===== config.mk =====
export PLATFORM = sky130hd
export DESIGN_NAME = fp_adder_pipe
export DESIGN_NICKNAME = d
export VERILOG_FILES = /design/src/rtl/fp_pkg.sv /design/src/rtl/fp_lzc.sv /design/src/rtl/fp_adder_pipe.sv
export SDC_FILE = /design/constraint.sdc
export NUM_CORES = 1
export LEC_CHECK = 0
export BUFFER_PORTS_ARGS = -buffer_cell sky130_fd_sc_hd__buf_4
export CAP_MARGIN = 20
export CELL_PAD_IN_SITES_DETAIL_PLACEMENT = 0
export CELL_PAD_IN_SITES_GLOBAL_PLACEMENT = 1
export CORE_MARGIN = 2
export CORE_UTILIZATION = 45
export CTS_CLUSTER_SIZE = 28
export DETAILED_ROUTE_END_ITERATION = 6
export HOLD_SLACK_MARGIN = 0.06
export PLACE_DENSITY_LB_ADDON = 0.2
export SLEW_MARGIN = 30
export SYNTH_ARGS = -nofsm -noshare
export SYNTH_HDL_FRONTEND = slang
export SYNTH_SLANG_ARGS = --single-unit
export TNS_END_PERCENT = 1

===== constraint.sdc =====
create_clock -name clk -period 4.57 [get_ports clk]
set_input_delay 0.2285 -clock clk [delete_from_list [all_inputs] [get_ports clk]]
set_output_delay 0.2285 -clock clk [all_outputs]
set_load 0.02 [all_outputs]

===== src/rtl/fp_pkg.sv =====
// Shared widths, guard-bit count and stage-register record for the pipelined FP adder.
// Also used by fp_adder_pipe (optional rounding via FP_ADDER_ROUND_EN).
package fp_pkg;
    localparam int EXP_W_DEF  = 4;
    localparam int FRAC_W_DEF = 8;
    localparam int GRS_W      = 3;

    // Width-independent control carried by every pipeline stage register.
    typedef struct packed {
        logic valid;
        logic sign;
    } stage_ctrl_t;
endpackage


===== src/rtl/fp_lzc.sv =====
// Parametrised leading-zero counter; an all-zero input yields W.
module fp_lzc #(
    parameter int W     = 12,
    parameter int CNT_W = $clog2(W + 1)
) (
    input  logic [W-1:0]     value,
    output logic [CNT_W-1:0] count
);
    // The highest set bit is visited last, so it decides the count.
    always_comb begin
        count = CNT_W'(W);
        for (int i = 0; i < W; i++) begin
            if (value[i]) count = CNT_W'(W - 1 - i);
        end
    end
endmodule


===== src/rtl/fp_adder_pipe.sv =====
// 3-stage FP adder (align / add / normalize); out_valid shows in the third cycle after the input cycle.
// Define FP_ADDER_ROUND_EN for round-to-nearest-even; otherwise guard/round/sticky are truncated.
module fp_adder_pipe
    import fp_pkg::*;
#(
    parameter int EXP_W  = EXP_W_DEF,
    parameter int FRAC_W = FRAC_W_DEF
) (
    input  logic              clk,
    input  logic              reset,
    input  logic              in_valid,
    output logic              in_ready,
    input  logic              sign1,
    input  logic              sign2,
    input  logic [EXP_W-1:0]  exp1,
    input  logic [EXP_W-1:0]  exp2,
    input  logic [FRAC_W-1:0] frac1,
    input  logic [FRAC_W-1:0] frac2,
    output logic              out_valid,
    input  logic              out_ready,
    output logic              sign_out,
    output logic [EXP_W-1:0]  exp_out,
    output logic [FRAC_W-1:0] frac_out,
    output logic              ovf,
    output logic              unf
);
    localparam int MAG_W = FRAC_W + GRS_W;
    localparam int SUM_W = MAG_W + 1;
    localparam int CNT_W = $clog2(SUM_W + 1);
    localparam int XW    = ((EXP_W > CNT_W) ? EXP_W : CNT_W) + 2;
    localparam logic [XW-1:0] EXP_MAX = XW'((1 << EXP_W) - 1);

    // Handshake: a transfer happens on an edge where valid and ready are both 1.
    // The whole pipeline freezes while a result is presented and not taken.
    logic stall, advance;
    logic out_valid_q, out_valid_d;

    assign stall    = out_valid_q && !out_ready;
    assign advance  = !stall;
    assign in_ready = reset || !stall;

    // S1: sort by magnitude, align the smaller operand.
    logic              op1_big, sign_l;
    logic [EXP_W-1:0]  exp_l, exp_s, exp_diff;
    logic [FRAC_W-1:0] frac_l, frac_s;
    logic [MAG_W-1:0]  mag_s_al;
    logic [2*MAG_W-1:0] shift_wide;

    always_comb begin
        op1_big    = {exp1, frac1} >= {exp2, frac2};
        exp_l      = op1_big ? exp1 : exp2;
        exp_s      = op1_big ? exp2 : exp1;
        frac_l     = op1_big ? frac1 : frac2;
        frac_s     = op1_big ? frac2 : frac1;
        sign_l     = op1_big ? sign1 : sign2;
        exp_diff   = exp_l - exp_s;
        shift_wide = {frac_s, {GRS_W{1'b0}}, {MAG_W{1'b0}}} >> exp_diff;
        if (32'(exp_diff) >= 32'(MAG_W)) begin
            mag_s_al = {{(MAG_W-1){1'b0}}, |frac_s};
        end else begin
            mag_s_al = shift_wide[2*MAG_W-1:MAG_W]
                     | {{(MAG_W-1){1'b0}}, |shift_wide[MAG_W-1:0]};
        end
    end

    stage_ctrl_t      s1_ctrl_q, s1_ctrl_d;
    logic             s1_sub_q, s1_sub_d;
    logic [EXP_W-1:0] s1_exp_q, s1_exp_d;
    logic [MAG_W-1:0] s1_mag_l_q, s1_mag_l_d, s1_mag_s_q, s1_mag_s_d;

    always_comb begin
        s1_ctrl_d  = s1_ctrl_q;
        s1_sub_d   = s1_sub_q;
        s1_exp_d   = s1_exp_q;
        s1_mag_l_d = s1_mag_l_q;
        s1_mag_s_d = s1_mag_s_q;
        if (advance) begin
            s1_ctrl_d.valid = in_valid;
            s1_ctrl_d.sign  = sign_l;
            s1_sub_d        = sign1 ^ sign2;
            s1_exp_d        = exp_l;
            s1_mag_l_d      = {frac_l, {GRS_W{1'b0}}};
            s1_mag_s_d      = mag_s_al;
        end
    end

    // S2: magnitude add/subtract; the larger operand is first, so no borrow out.
    stage_ctrl_t      s2_ctrl_q, s2_ctrl_d;
    logic [EXP_W-1:0] s2_exp_q, s2_exp_d;
    logic [SUM_W-1:0] s2_sum_q, s2_sum_d;

    always_comb begin
        s2_ctrl_d = s2_ctrl_q;
        s2_exp_d  = s2_exp_q;
        s2_sum_d  = s2_sum_q;
        if (advance) begin
            s2_ctrl_d = s1_ctrl_q;
            s2_exp_d  = s1_exp_q;
            s2_sum_d  = s1_sub_q ? ({1'b0, s1_mag_l_q} - {1'b0, s1_mag_s_q})
                                 : ({1'b0, s1_mag_l_q} + {1'b0, s1_mag_s_q});
        end
    end

    // S3: normalize. The counter spans the carry bit, so the left shift is one less.
    logic [CNT_W-1:0]  lzc_cnt, norm_sh;
    logic              carry, sum_zero, under, over;
    logic [MAG_W-1:0]  norm;
    logic [FRAC_W-1:0] frac_t;
    logic [XW-1:0]     exp_x;
`ifdef FP_ADDER_ROUND_EN
    logic              round_up;
    logic [FRAC_W:0]   frac_r;
`endif

    fp_lzc #(.W(SUM_W), .CNT_W(CNT_W)) u_lzc (
        .value (s2_sum_q),
        .count (lzc_cnt)
    );

    always_comb begin
        carry    = s2_sum_q[SUM_W-1];
        sum_zero = (s2_sum_q == '0);
        norm_sh  = lzc_cnt - CNT_W'(1);
        if (carry) begin
            norm  = {s2_sum_q[SUM_W-1:2], |s2_sum_q[1:0]};
            exp_x = XW'(s2_exp_q) + XW'(1);
        end else begin
            norm  = s2_sum_q[MAG_W-1:0] << norm_sh;
            exp_x = XW'(s2_exp_q) - XW'(norm_sh);
        end
        under  = !carry && !sum_zero && (XW'(norm_sh) > XW'(s2_exp_q));
        frac_t = FRAC_W'(norm >> GRS_W);
`ifdef FP_ADDER_ROUND_EN
        round_up = norm[GRS_W-1] & (norm[GRS_W-2] | norm[GRS_W-3] | norm[GRS_W]);
        frac_r   = {1'b0, frac_t} + (FRAC_W+1)'(round_up);
        if (frac_r[FRAC_W]) begin
            frac_t = frac_r[FRAC_W:1];
            exp_x  = exp_x + XW'(1);
        end else begin
            frac_t = frac_r[FRAC_W-1:0];
        end
`endif
        over = !sum_zero && !under && (exp_x > EXP_MAX);
    end

    logic              sign_out_q, sign_out_d, ovf_q, ovf_d, unf_q, unf_d;
    logic [EXP_W-1:0]  exp_out_q, exp_out_d;
    logic [FRAC_W-1:0] frac_out_q, frac_out_d;

    always_comb begin
        out_valid_d = out_valid_q;
        sign_out_d  = sign_out_q;
        exp_out_d   = exp_out_q;
        frac_out_d  = frac_out_q;
        ovf_d       = ovf_q;
        unf_d       = unf_q;
        if (advance) begin
            out_valid_d = s2_ctrl_q.valid;
            sign_out_d  = 1'b0;
            exp_out_d   = '0;
            frac_out_d  = '0;
            ovf_d       = 1'b0;
            unf_d       = 1'b0;
            if (under) begin
                unf_d = 1'b1;
            end else if (over) begin
                sign_out_d = s2_ctrl_q.sign;
                exp_out_d  = '1;
                frac_out_d = '1;
                ovf_d      = 1'b1;
            end else if (!sum_zero) begin
                sign_out_d = s2_ctrl_q.sign;
                exp_out_d  = exp_x[EXP_W-1:0];
                frac_out_d = frac_t;
            end
        end
    end

    always_ff @(posedge clk) begin
        if (reset) begin
            s1_ctrl_q   <= '0;
            s1_sub_q    <= 1'b0;
            s1_exp_q    <= '0;
            s1_mag_l_q  <= '0;
            s1_mag_s_q  <= '0;
            s2_ctrl_q   <= '0;
            s2_exp_q    <= '0;
            s2_sum_q    <= '0;
            out_valid_q <= 1'b0;
            sign_out_q  <= 1'b0;
            exp_out_q   <= '0;
            frac_out_q  <= '0;
            ovf_q       <= 1'b0;
            unf_q       <= 1'b0;
        end else begin
            s1_ctrl_q   <= s1_ctrl_d;
            s1_sub_q    <= s1_sub_d;
            s1_exp_q    <= s1_exp_d;
            s1_mag_l_q  <= s1_mag_l_d;
            s1_mag_s_q  <= s1_mag_s_d;
            s2_ctrl_q   <= s2_ctrl_d;
            s2_exp_q    <= s2_exp_d;
            s2_sum_q    <= s2_sum_d;
            out_valid_q <= out_valid_d;
            sign_out_q  <= sign_out_d;
            exp_out_q   <= exp_out_d;
            frac_out_q  <= frac_out_d;
            ovf_q       <= ovf_d;
            unf_q       <= unf_d;
        end
    end

    assign out_valid = out_valid_q;
    assign sign_out  = sign_out_q;
    assign exp_out   = exp_out_q;
    assign frac_out  = frac_out_q;
    assign ovf       = ovf_q;
    assign unf       = unf_q;
endmodule


==> summary.txt, run 1 <==
Status
  • Outcome: finished, final reports clean

Synthesis
  • Synth Area in Adders: 10.0%
  • Async SR Flop Fraction: 0%
  • Mux share of post-synthesis cell area: 10.3%
  • Synth Register Bits: 60
  • Gate Count Post-Synth: 629
  • Mapped Area: 4960 sq um
  • Main combinational cell family by area after synthesis: compound AO/OA/AOI/OAI gates
  • Most used DFF post-synth: dfxtp_1
  • Synth top area share: 24.2%
  • Unique cell type count in the Yosys netlist: 79
  • Yosys warning count: 0
  • Number of synthesized flops with an enable pin: 0
  • Simple-Gate Fraction of Synth Area: 19.0%
  • Synth Area in XOR/XNOR: 3.28%
  • Top post-synthesis cells by area: dfxtp_1, ha_1, nand2_1
  • Synth Area in Compound Gates: 26.7%
  • Post-synthesis sequential area ratio: 24.2%
  • Largest area contributor in the netlist: dfxtp_1
  • Synth Net Count: 695
  • Avg Cell Area, Syn: 7.88 sq um

Critical path
  • Crit path max fanout: 13
  • Buffers plus inverters on the worst setup path: 3
  • Worst setup path category: input pin to register
  • Critical Path AT: 4020 ps
  • Critical-path top delay cell: ha_1
  • Required @ worst endpoint: 4800 ps
  • Setup crit end kind: register
  • Cells along the critical path: buf_4, inv_1, ha_1, a211oi_1, o21ai_1, a21o_1, a211oi_1, a22oi_1, ha_1, clkinv_1, o311ai_0, a31oi_1, or2_0, mux2_2, nor4_1, nor4b_1
  • Crit path largest cell delay: 580 ps
  • Crit start category: input pin
  • CP delay by family, top: compound AO/OA/AOI/OAI gates

Cells and area
  • Most frequent cells in the layout: nand2_1, dfxtp_1, nor2_1, buf_4, a21oi_1
  • Layout cells sized above 1: 16.6%
  • Area growth from synthesis to layout: 12.9%
  • ANT cells: 0
  • Fin nets: 725
  • Most common cell after layout, fill and taps aside: nand2_1

Power and ir drop
  • Leak Pwr: 2.34 nW
  • Peak VDD IR: 0.000310 V
  • Power per Cell Area: 492 nW/um^2

Min path
  • Hold Path Class: input pin to register

Clocking
  • Total setup buffers inserted after CTS: 0
  • H-tree Lvls: 3
  • CTS root buf: clkbuf_8
  • CTS Buf Count: 9
  • CTS tree: yes
  • Hold Buf Count CTS: 0
  • TritonCTS Sinks: 60
  • Clock Latency Late Sink: 350 ps
  • Post_cts resized: 0
  • CTS max path bufs: 2
  • Clk slew on worst S/H paths: 70 ps

Drt
  • Wire length on met3: 493 um
  • Routed WL per cell: 16.8 um
  • Routed wl met2: 6510 um
  • DR DRC count: 0
  • Vias per Instance: 5.87
  • Total Wirelength: 13500 um
  • DRT iter0 DRCs: 202
  • Drt first pass iters: 4
  • Via count: 4709
  • Uppermost layer routed: met4
  • Post-route ant nets: 0
  • M1 wire length: 6170 um

STA
  • Final hold violation count: 0
  • Final worst path period share: 83.1%
  • Pins Over Slew Limit: 0
  • Fin crit period: 3800 ps
  • Finish-stage setup viols: 0
  • Hold WS: 137 ps
  • Relative slew slack: 43.7%
  • Unrepaired setup endpoints after global routing: false
  • Setup Skew: 10.7 ps
  • Setup TNS: 0 ps
  • Slew @ Worst Pin: 841 ps
  • Max Freq: 263 MHz

Global routing
  • Total global routing overflow: 0
  • First-pass GRT wire length: 21900 um
  • Vias in the first global route: 4398
  • Antenna violations before repair: 0
  • Pin count of the biggest net entering global routing: 55
  • Tot GR Track Use: 23.6%

Die
  • I/O pin count: 47
  • Row cnt: 38
  • Die area: 11900 sq um
  • Die X-Extent: 109 um
  • Core area: 10800 sq um
  • Starting Density: 45.9%
  • Chip height: 109 um

Place
  • Gpl congestion: 0.912
  • Hpwl dp: 10000 um
  • Port Buffers: 46

Job
  • Max Cap Viol: 0
area by class of cell:
type / instances / area, sq um
flip-flops and latches: 60 / 1200
inverters: 44 / 165
fillers: 1043 / 5190
well taps: 140 / 175
multi-input cells: 487 / 3440
clock inverters: 2 / 35.0
repair buffers: 57 / 428
clock buffers: 12 / 155
registers in the layout, indices dropped and copies added, names as in the netlist:
name / count
exp_out: 4
frac_out: 8
out_valid: 1
ovf: 1
s1_ctrl_q: 2
s1_exp_q: 4
s1_mag_l_q: 8
s1_mag_s_q: 11
s1_sub_q: 1
s2_ctrl_q: 2
s2_exp_q: 4
s2_sum_q: 12
sign_out: 1
unf: 1
Yosys cell counts (4+ instances only):
master and n:
a211oi_1 13, o22ai_1 5, nor2_1 57, nand3_1 5
o31ai_1 4, nor2b_1 7, nor3_1 6, o21ai_1 10
mux2_2 9, mux2i_1 25, o311ai_0 4, a211o_1 4
nand2b_1 7, dfxtp_1 60, a22o_1 4, o21ai_0 18
a311oi_1 17, o211ai_1 7, a31oi_1 5, a32o_1 7
xnor2_1 8, and2_1 4, nand4_1 7, buf_2 7
clkbuf_1 27, ha_1 34, and3_1 4, a21oi_1 47
mux4_2 7, xor2_1 5, a21o_1 5, nor4_1 6
nand2_1 88, inv_1 42
worst min-delay path, cell delays in order:
cell,delay [ps]
buf_4,110
nand2_1,50
a21oi_1,50
layer usage:
| layer | GRT usage (%) | up-vias |
|---|---|---|
| li1 | - | 2358 |
| met1 | 29.2 | 2227 |
| met2 | 41.1 | 102 |
| met3 | 4.48 | 22 |
| met4 | 7.97 | 0 |
| met5 | 0 | - |
where the power goes:
group	leakage, nW	internal [W]	total [W]	switching, W
combinational	1.75	0.000669	0.00154	0.000873
clock	0.0983	0.000275	0.000481	0.000207
sequential	0.494	0.000628	0.000729	0.000102
total	2.34	0.00157	0.00275	0.00118
worst paths after layout:
kind,cells after the start,slack (ps),from,endpoint
setup / recovery,16,770,frac2[2],s1_mag_s_q[0]$_SDFFE_PP0N_
hold / removal,3,140,in_valid,s1_ctrl_q[1]$_SDFFE_PP0N_
setup reg to reg,12,840,s2_sum_q[4]$_SDFFE_PP0N_,frac_out[4]$_SDFFE_PP0N_
hold reg to reg,2,450,frac_out[5]$_SDFFE_PP0N_,frac_out[5]$_SDFFE_PP0N_
kinds of logic (layout without fill, tap and decap cells):
logic type	after synthesis	in the layout
AND/OR/NAND/NOR	206	206
AO/OA/AOI/OAI	185	185
adder cells (fa/ha/maj)	39	39
buffers and inverters	82	115
XOR/XNOR	16	16
flip-flops	60	60
multiplexers	41	41
stage by stage:
step / util [%] / worst slack [ps] / instance area, sq um / power (W) / instances
2_1_floorplan: - / 1060 / 4960 / 0.00189 / 629
3_3_place_gp: 50.0 / 636 / 5400 / 0.00226 / 787
3_5_place_dp: 50.0 / 504 / 5400 / 0.00227 / 787
4_1_cts: 51.8 / 785 / 5590 / 0.00276 / 801
5_1_grt: 51.9 / 437 / 5600 / 0.00296 / 802
6_report: 51.9 / 772 / 5600 / 0.00275 / 802
No activity file was read; power rests on OpenSTA's default activity.
==> run 2: changes to the inputs <==
--- a/config.mk
+++ b/config.mk
@@ -10,7 +10,7 @@
 export CELL_PAD_IN_SITES_DETAIL_PLACEMENT = 0
 export CELL_PAD_IN_SITES_GLOBAL_PLACEMENT = 1
 export CORE_MARGIN = 2
-export CORE_UTILIZATION = 45
+export CORE_UTILIZATION = 41
 export CTS_CLUSTER_SIZE = 28
 export DETAILED_ROUTE_END_ITERATION = 6
 export HOLD_SLACK_MARGIN = 0.06
==> constraint.sdc (replaced) <==
create_clock -name clk -period 3.1 [get_ports clk]
set_input_delay 0.155 -clock clk [delete_from_list [all_inputs] [get_ports clk]]
set_output_delay 0.155 -clock clk [all_outputs]
set_load 0.02 [all_outputs]
==> run 2 against run 1 <==
Sequential share of layout area is 3.1 points lower. Flip-flop and latch count stayed put. Critical path depth is 2 lower. Setup slack worse by 630 ps. Core utilization is 3.1 points higher. Combinational power is 78% higher. Register-to-register slack worse by 700 ps. Worst hold slack worse by 58 ps. Design area is 17% higher. Routed wire length is 9.6% higher. Critical endpoint is now exp_out[3]$_SDFFE_PP0N_. Highest routed layer unchanged.
==> summary.txt, run 2 (synthesis gave the netlist of run 1 again) <==
Status
  • Outcome: finished, final reports clean

Drt
  • DR DRC count: 0
  • Via count: 5039
  • Drt first pass iters: 5
  • Post-route ant nets: 0
  • Total Wirelength: 14700 um
  • Vias per Instance: 5.67
  • DRT iter0 DRCs: 257
  • Routed WL per cell: 16.6 um

Cells and area
  • Sequential cell area: 1200 sq um
  • Most flops, register: s2_sum_q
  • Biggest regs: s2_sum_q x12, s1_mag_s_q x11
  • Fin nets: 802
  • Layout cells sized above 1: 30.4%
  • Final Util: 55.0%
  • Most common cell after layout, fill and taps aside: buf_4
  • ANT cells: 0
  • Max reg flops: 12
  • Most frequent cells in the layout: buf_4, nand2_1, dfxtp_1
  • Area growth from synthesis to layout: 32.2%
  • Fill count: 1147
  • Area of the multi-input gates: 3630 sq um

Global routing
  • Vias in the first global route: 4902
  • Pin count of the biggest net entering global routing: 54
  • First-pass GRT wire length: 24400 um
  • Total global routing overflow: 0
  • Antenna violations before repair: 0
  • Tot GR Track Use: 23.5%

Die
  • Die area: 13000 sq um
  • Die X-Extent: 114 um
  • Starting Density: 41.6%
  • I/O pin count: 47
  • Chip height: 114 um
  • Core area: 11900 sq um
  • Row cnt: 40

STA
  • Slew @ Worst Pin: 634 ps
  • Pins Over Slew Limit: 0
  • Finish-stage setup viols: 0
  • Unrepaired setup endpoints after global routing: true
  • Setup TNS: 0 ps
  • Final worst path period share: 95.5%
  • Final hold violation count: 0
  • Max Freq: 338 MHz
  • Setup Skew: 8.20 ps
  • Fin crit period: 2960 ps
  • Relative slew slack: 57.7%

Place
  • Port Buffers: 46
  • Hpwl dp: 11200 um
  • Gpl congestion: 0.909

Critical path
  • Cells along the critical path: buf_4, nor2_1, o31ai_1, a211o_1, nand2_2, ha_4, ha_1, a21oi_2, maj3_2, o211ai_2, o311a_4, and2_4, a21oi_1, a211oi_2
  • Required @ worst endpoint: 3360 ps
  • CP delay by family, top: compound AO/OA/AOI/OAI gates
  • Setup crit end kind: register
  • Buffers plus inverters on the worst setup path: 1
  • Worst setup path category: register to register
  • Crit path max fanout: 6
  • Crit start category: register
  • Critical Path AT: 3210 ps
  • Critical-path top delay cell: dfxtp_1
  • Crit path largest cell delay: 360 ps

Clocking
  • CTS tree: yes
  • Clock Latency Late Sink: 330 ps
  • H-tree Lvls: 3
  • CTS max path bufs: 2
  • TritonCTS Sinks: 60
  • Clk slew on worst S/H paths: 50 ps
  • CTS Buf Count: 9
  • CTS root buf: clkbuf_16
  • Hold Buf Count CTS: 0

Power and ir drop
  • Power per Cell Area: 753 nW/um^2
  • Leak Pwr: 2.81 nW
  • Peak VDD IR: 0.000312 V

Job
  • Max Cap Viol: 0

Min path
  • Hold Path Class: input pin to register
-- run 2: where the power goes --
group          internal, W  total (W)  switching (W)
logic              0.00129    0.00274        0.00145
registers         0.000927    0.00105       0.000126
clock network     0.000781    0.00114       0.000364
-- run 2: worst min-delay path, delay by kind of cell --
| kind | cells | cell delay, ps |
|---|---|---|
| compound gates | 1 | 50 |
| buf+inv | 1 | 110 |
| simple gates | 1 | 40 |
-- run 2: stage by stage --
step                cells  instance area (sq um)  hold WS, ps  worst slack, ps  power [W]
floorplan             629                   5050          295            -24.7    0.00286
global placement      867                   6040          423             -251    0.00362
detailed placement    867                   6040          417             -426    0.00366
CTS                   883                   6400         69.1             10.0    0.00484
global route          888                   6550         68.4            -86.9    0.00526
finish                888                   6550         78.5              141    0.00494
-- run 2: repair_timing --
action | CTS | global route
setup buffers | 0 | 5
pin swaps | 0 | 9
setup endpoints to repair | 1 | 14
endpoints found under the hold margin | 0 | 0
resized for setup | 4 | 27
-- run 2: per-layer routing --
layer | part of all wire [%] | routed length [um] | GRT usage, % | up-vias
li1 | - | - | - | 2516
met1 | 46 | 6810 | 30.0 | 2359
met2 | 48 | 7090 | 40.1 | 135
met3 | 3.5 | 516 | 3.77 | 29
met4 | 2.2 | 327 | 8.62 | 0
met5 | 0 | 0 | 0 | -
-- run 2: final timing paths --
| path | endpoint | cells past startpoint | slack [ps] | startpoint |
|---|---|---|---|---|
| setup / recovery | exp_out[3]$_SDFFE_PP0N_ | 14 | 140 | s2_sum_q[0]$_SDFFE_PP0N_ |
| hold / removal | s1_ctrl_q[1]$_SDFFE_PP0N_ | 3 | 80 | in_valid |
| setup reg to reg | exp_out[3]$_SDFFE_PP0N_ | 14 | 140 | s2_sum_q[0]$_SDFFE_PP0N_ |
| hold reg to reg | frac_out[0]$_SDFFE_PP0N_ | 2 | 440 | frac_out[0]$_SDFFE_PP0N_ |
-- run 2: cell type report --
type | count | share of cell area (%)
Inverter | 44 | 2.62
Tap cell | 147 | 2.81
Timing Repair Buffer | 134 | 15.7
Sequential cell | 60 | 18.4
Clock buffer | 9 | 3.44
Multi-Input combinational cell | 487 | 55.4
Clock inverter | 7 | 1.76
==> run 3: changes to the inputs <==
--- a/config.mk
+++ b/config.mk
@@ -14,7 +14,7 @@
 export CTS_CLUSTER_SIZE = 28
 export DETAILED_ROUTE_END_ITERATION = 6
 export HOLD_SLACK_MARGIN = 0.06
-export PLACE_DENSITY_LB_ADDON = 0.2
+export PLACE_DENSITY = 0.8
 export SLEW_MARGIN = 30
 export SYNTH_ARGS = -nofsm -noshare
 export SYNTH_HDL_FRONTEND = slang
==> run 3 against run 2 <==
Non-clock buffer count grew 8. Clock skew shrank 0.90 ps. Register-to-register slack is essentially flat. Critical path depth grew 4. First-iteration DRC count grew 11%. Global-route usage shrank 1.0 points. Critical path type is now input pin to register. Combinational power is essentially flat.
==> summary.txt, run 3 (synthesis gave the netlist of run 1 again) <==
Status
  • Outcome: finished, final reports clean

Global routing
  • Vias in the first global route: 4882
  • Total global routing overflow: 0
  • First-pass GRT wire length: 23600 um
  • Pin count of the biggest net entering global routing: 54
  • Antenna violations before repair: 0
  • Tot GR Track Use: 22.5%

Clocking
  • Clock Latency Late Sink: 330 ps
  • CTS tree: yes
  • H-tree Lvls: 3
  • CTS max path bufs: 2
  • CTS Buf Count: 9
  • TritonCTS Sinks: 60
  • CTS root buf: clkbuf_16
  • Hold Buf Count CTS: 0
  • Clk slew on worst S/H paths: 60 ps

Place
  • Hpwl dp: 11100 um
  • Pre-CTS WS: -425 ps
  • Port Buffers: 46
  • Gpl congestion: 0.919

Drt
  • Vias per Instance: 5.67
  • Drt first pass iters: 5
  • Total Wirelength: 14400 um
  • DR DRC count: 0
  • Post-route ant nets: 0
  • Routed WL per cell: 16.1 um
  • DRT iter0 DRCs: 284
  • Via count: 5077

STA
  • Setup TNS: 0 ps
  • Setup Skew: 7.29 ps
  • Finish-stage setup viols: 0
  • Setup WS post-layout: 87.3 ps
  • Unrepaired setup endpoints after global routing: true
  • Relative slew slack: 54.5%
  • Pins Over Slew Limit: 0
  • Max Freq: 332 MHz
  • Slew @ Worst Pin: 679 ps
  • Final hold violation count: 0
  • Final worst path period share: 97.2%
  • Fin crit period: 3010 ps

Cells and area
  • Most common cell after layout, fill and taps aside: buf_4
  • Final Util: 55.0%
  • Biggest regs: s2_sum_q x12, s1_mag_s_q x11
  • Most flops, register: s2_sum_q
  • Layout cells sized above 1: 31.1%
  • Most frequent cells in the layout: buf_4, nand2_1, nor2_1
  • ANT cells: 0
  • Max reg flops: 12
  • Fin nets: 810
  • Area growth from synthesis to layout: 32.2%

Critical path
  • Buffers plus inverters on the worst setup path: 4
  • Required @ worst endpoint: 3290 ps
  • Crit path largest cell delay: 350 ps
  • Critical Path AT: 3210 ps
  • Crit start category: input pin
  • CP delay by family, top: compound AO/OA/AOI/OAI gates
  • Crit path max fanout: 8
  • Worst setup path category: input pin to register
  • Cells along the critical path: buf_4, inv_1, ha_1, a21oi_1, o21ai_1, a21o_1, a211oi_2, a22oi_2, ha_4, buf_6, nor2_1, a22oi_2, mux2i_1, a311oi_1, buf_4, nand3_1, nor4_2, nor4b_2
  • Critical-path top delay cell: ha_4
  • Setup crit end kind: register

Job
  • Max Cap Viol: 0

Die
  • Core area: 11900 sq um
  • Starting Density: 41.6%
  • I/O pin count: 47
  • Die X-Extent: 114 um
  • Chip height: 114 um
  • Die area: 13000 sq um
  • Row cnt: 40

Power and ir drop
  • Power per Cell Area: 737 nW/um^2
  • Peak VDD IR: 0.000417 V
  • Leak Pwr: 2.84 nW

Min path
  • Hold Path Class: input pin to register
[run 3: changes by cell type in the layout (fill, tap and decap cells not counted), sizes merged]
cell / before / now
clkinv: 3 / 2
clkinvlp: 2 / 1
bufinv: 3 / 1
buf: 134 / 142
inv: 43 / 47
[run 3: tightest hold or removal path, cell delays in order]
cell     delay, ps
buf_4          110
nand2_1         50
a21oi_1         60
[run 3: metal layers]
layer | global-route usage [%] | share of wire, % | vias to the layer above
li1 | - | - | 2530
met2 | 39.8 | 51 | 104
met5 | 0 | 0 | -
met4 | 5.93 | 1.2 | 0
met3 | 3.77 | 3.3 | 16
met1 | 28.3 | 45 | 2427
[run 3: through the flow]
| stage | cell area, sq um | std cells | power, W | hold slack, ps |
|---|---|---|---|---|
| after floorplan | 5050 | 629 | 0.00286 | 295 |
| after global placement | 6080 | 875 | 0.00361 | 421 |
| after detailed placement | 6080 | 875 | 0.00368 | 436 |
| after CTS | 6400 | 891 | 0.00473 | 78.7 |
| after global routing | 6550 | 896 | 0.00516 | 86.6 |
| final | 6550 | 896 | 0.00483 | 86.5 |
[run 3: final cells by class]
| class | instances | area, sq um |
|---|---|---|
| Multi-Input combinational cell | 487 | 3600 |
| Inverter | 44 | 171 |
| Sequential cell | 60 | 1210 |
| Fill cell | 1102 | 5360 |
| Tap cell | 147 | 184 |
| Timing Repair Buffer | 142 | 1070 |
| Clock buffer | 9 | 225 |
| Clock inverter | 7 | 82.6 |
[run 3: report_power, final]
group | switching [W] | internal [W]
sequential | 0.000131 | 0.000931
clock | 0.000394 | 0.000635
combinational | 0.00145 | 0.00129
[run 3: timing repair]
item	4_1_cts	5_1_grt
pin swaps	1	15
setup endpoints to repair	2	17
buffers inserted	0	6
gates resized for setup	2	31
[run 3: path summary, 6_finish.rpt]
| path | start | end | slack [ps] | cells after the start |
|---|---|---|---|---|
| max | frac2[7] | s1_mag_s_q[0]$_SDFFE_PP0N_ | 90 | 18 |
| min | in_valid | s1_ctrl_q[1]$_SDFFE_PP0N_ | 90 | 3 |
| max reg2reg | s2_sum_q[10]$_SDFFE_PP0N_ | exp_out[3]$_SDFFE_PP0N_ | 140 | 13 |
| min reg2reg | exp_out[2]$_SDFFE_PP0N_ | exp_out[2]$_SDFFE_PP0N_ | 450 | 2 |
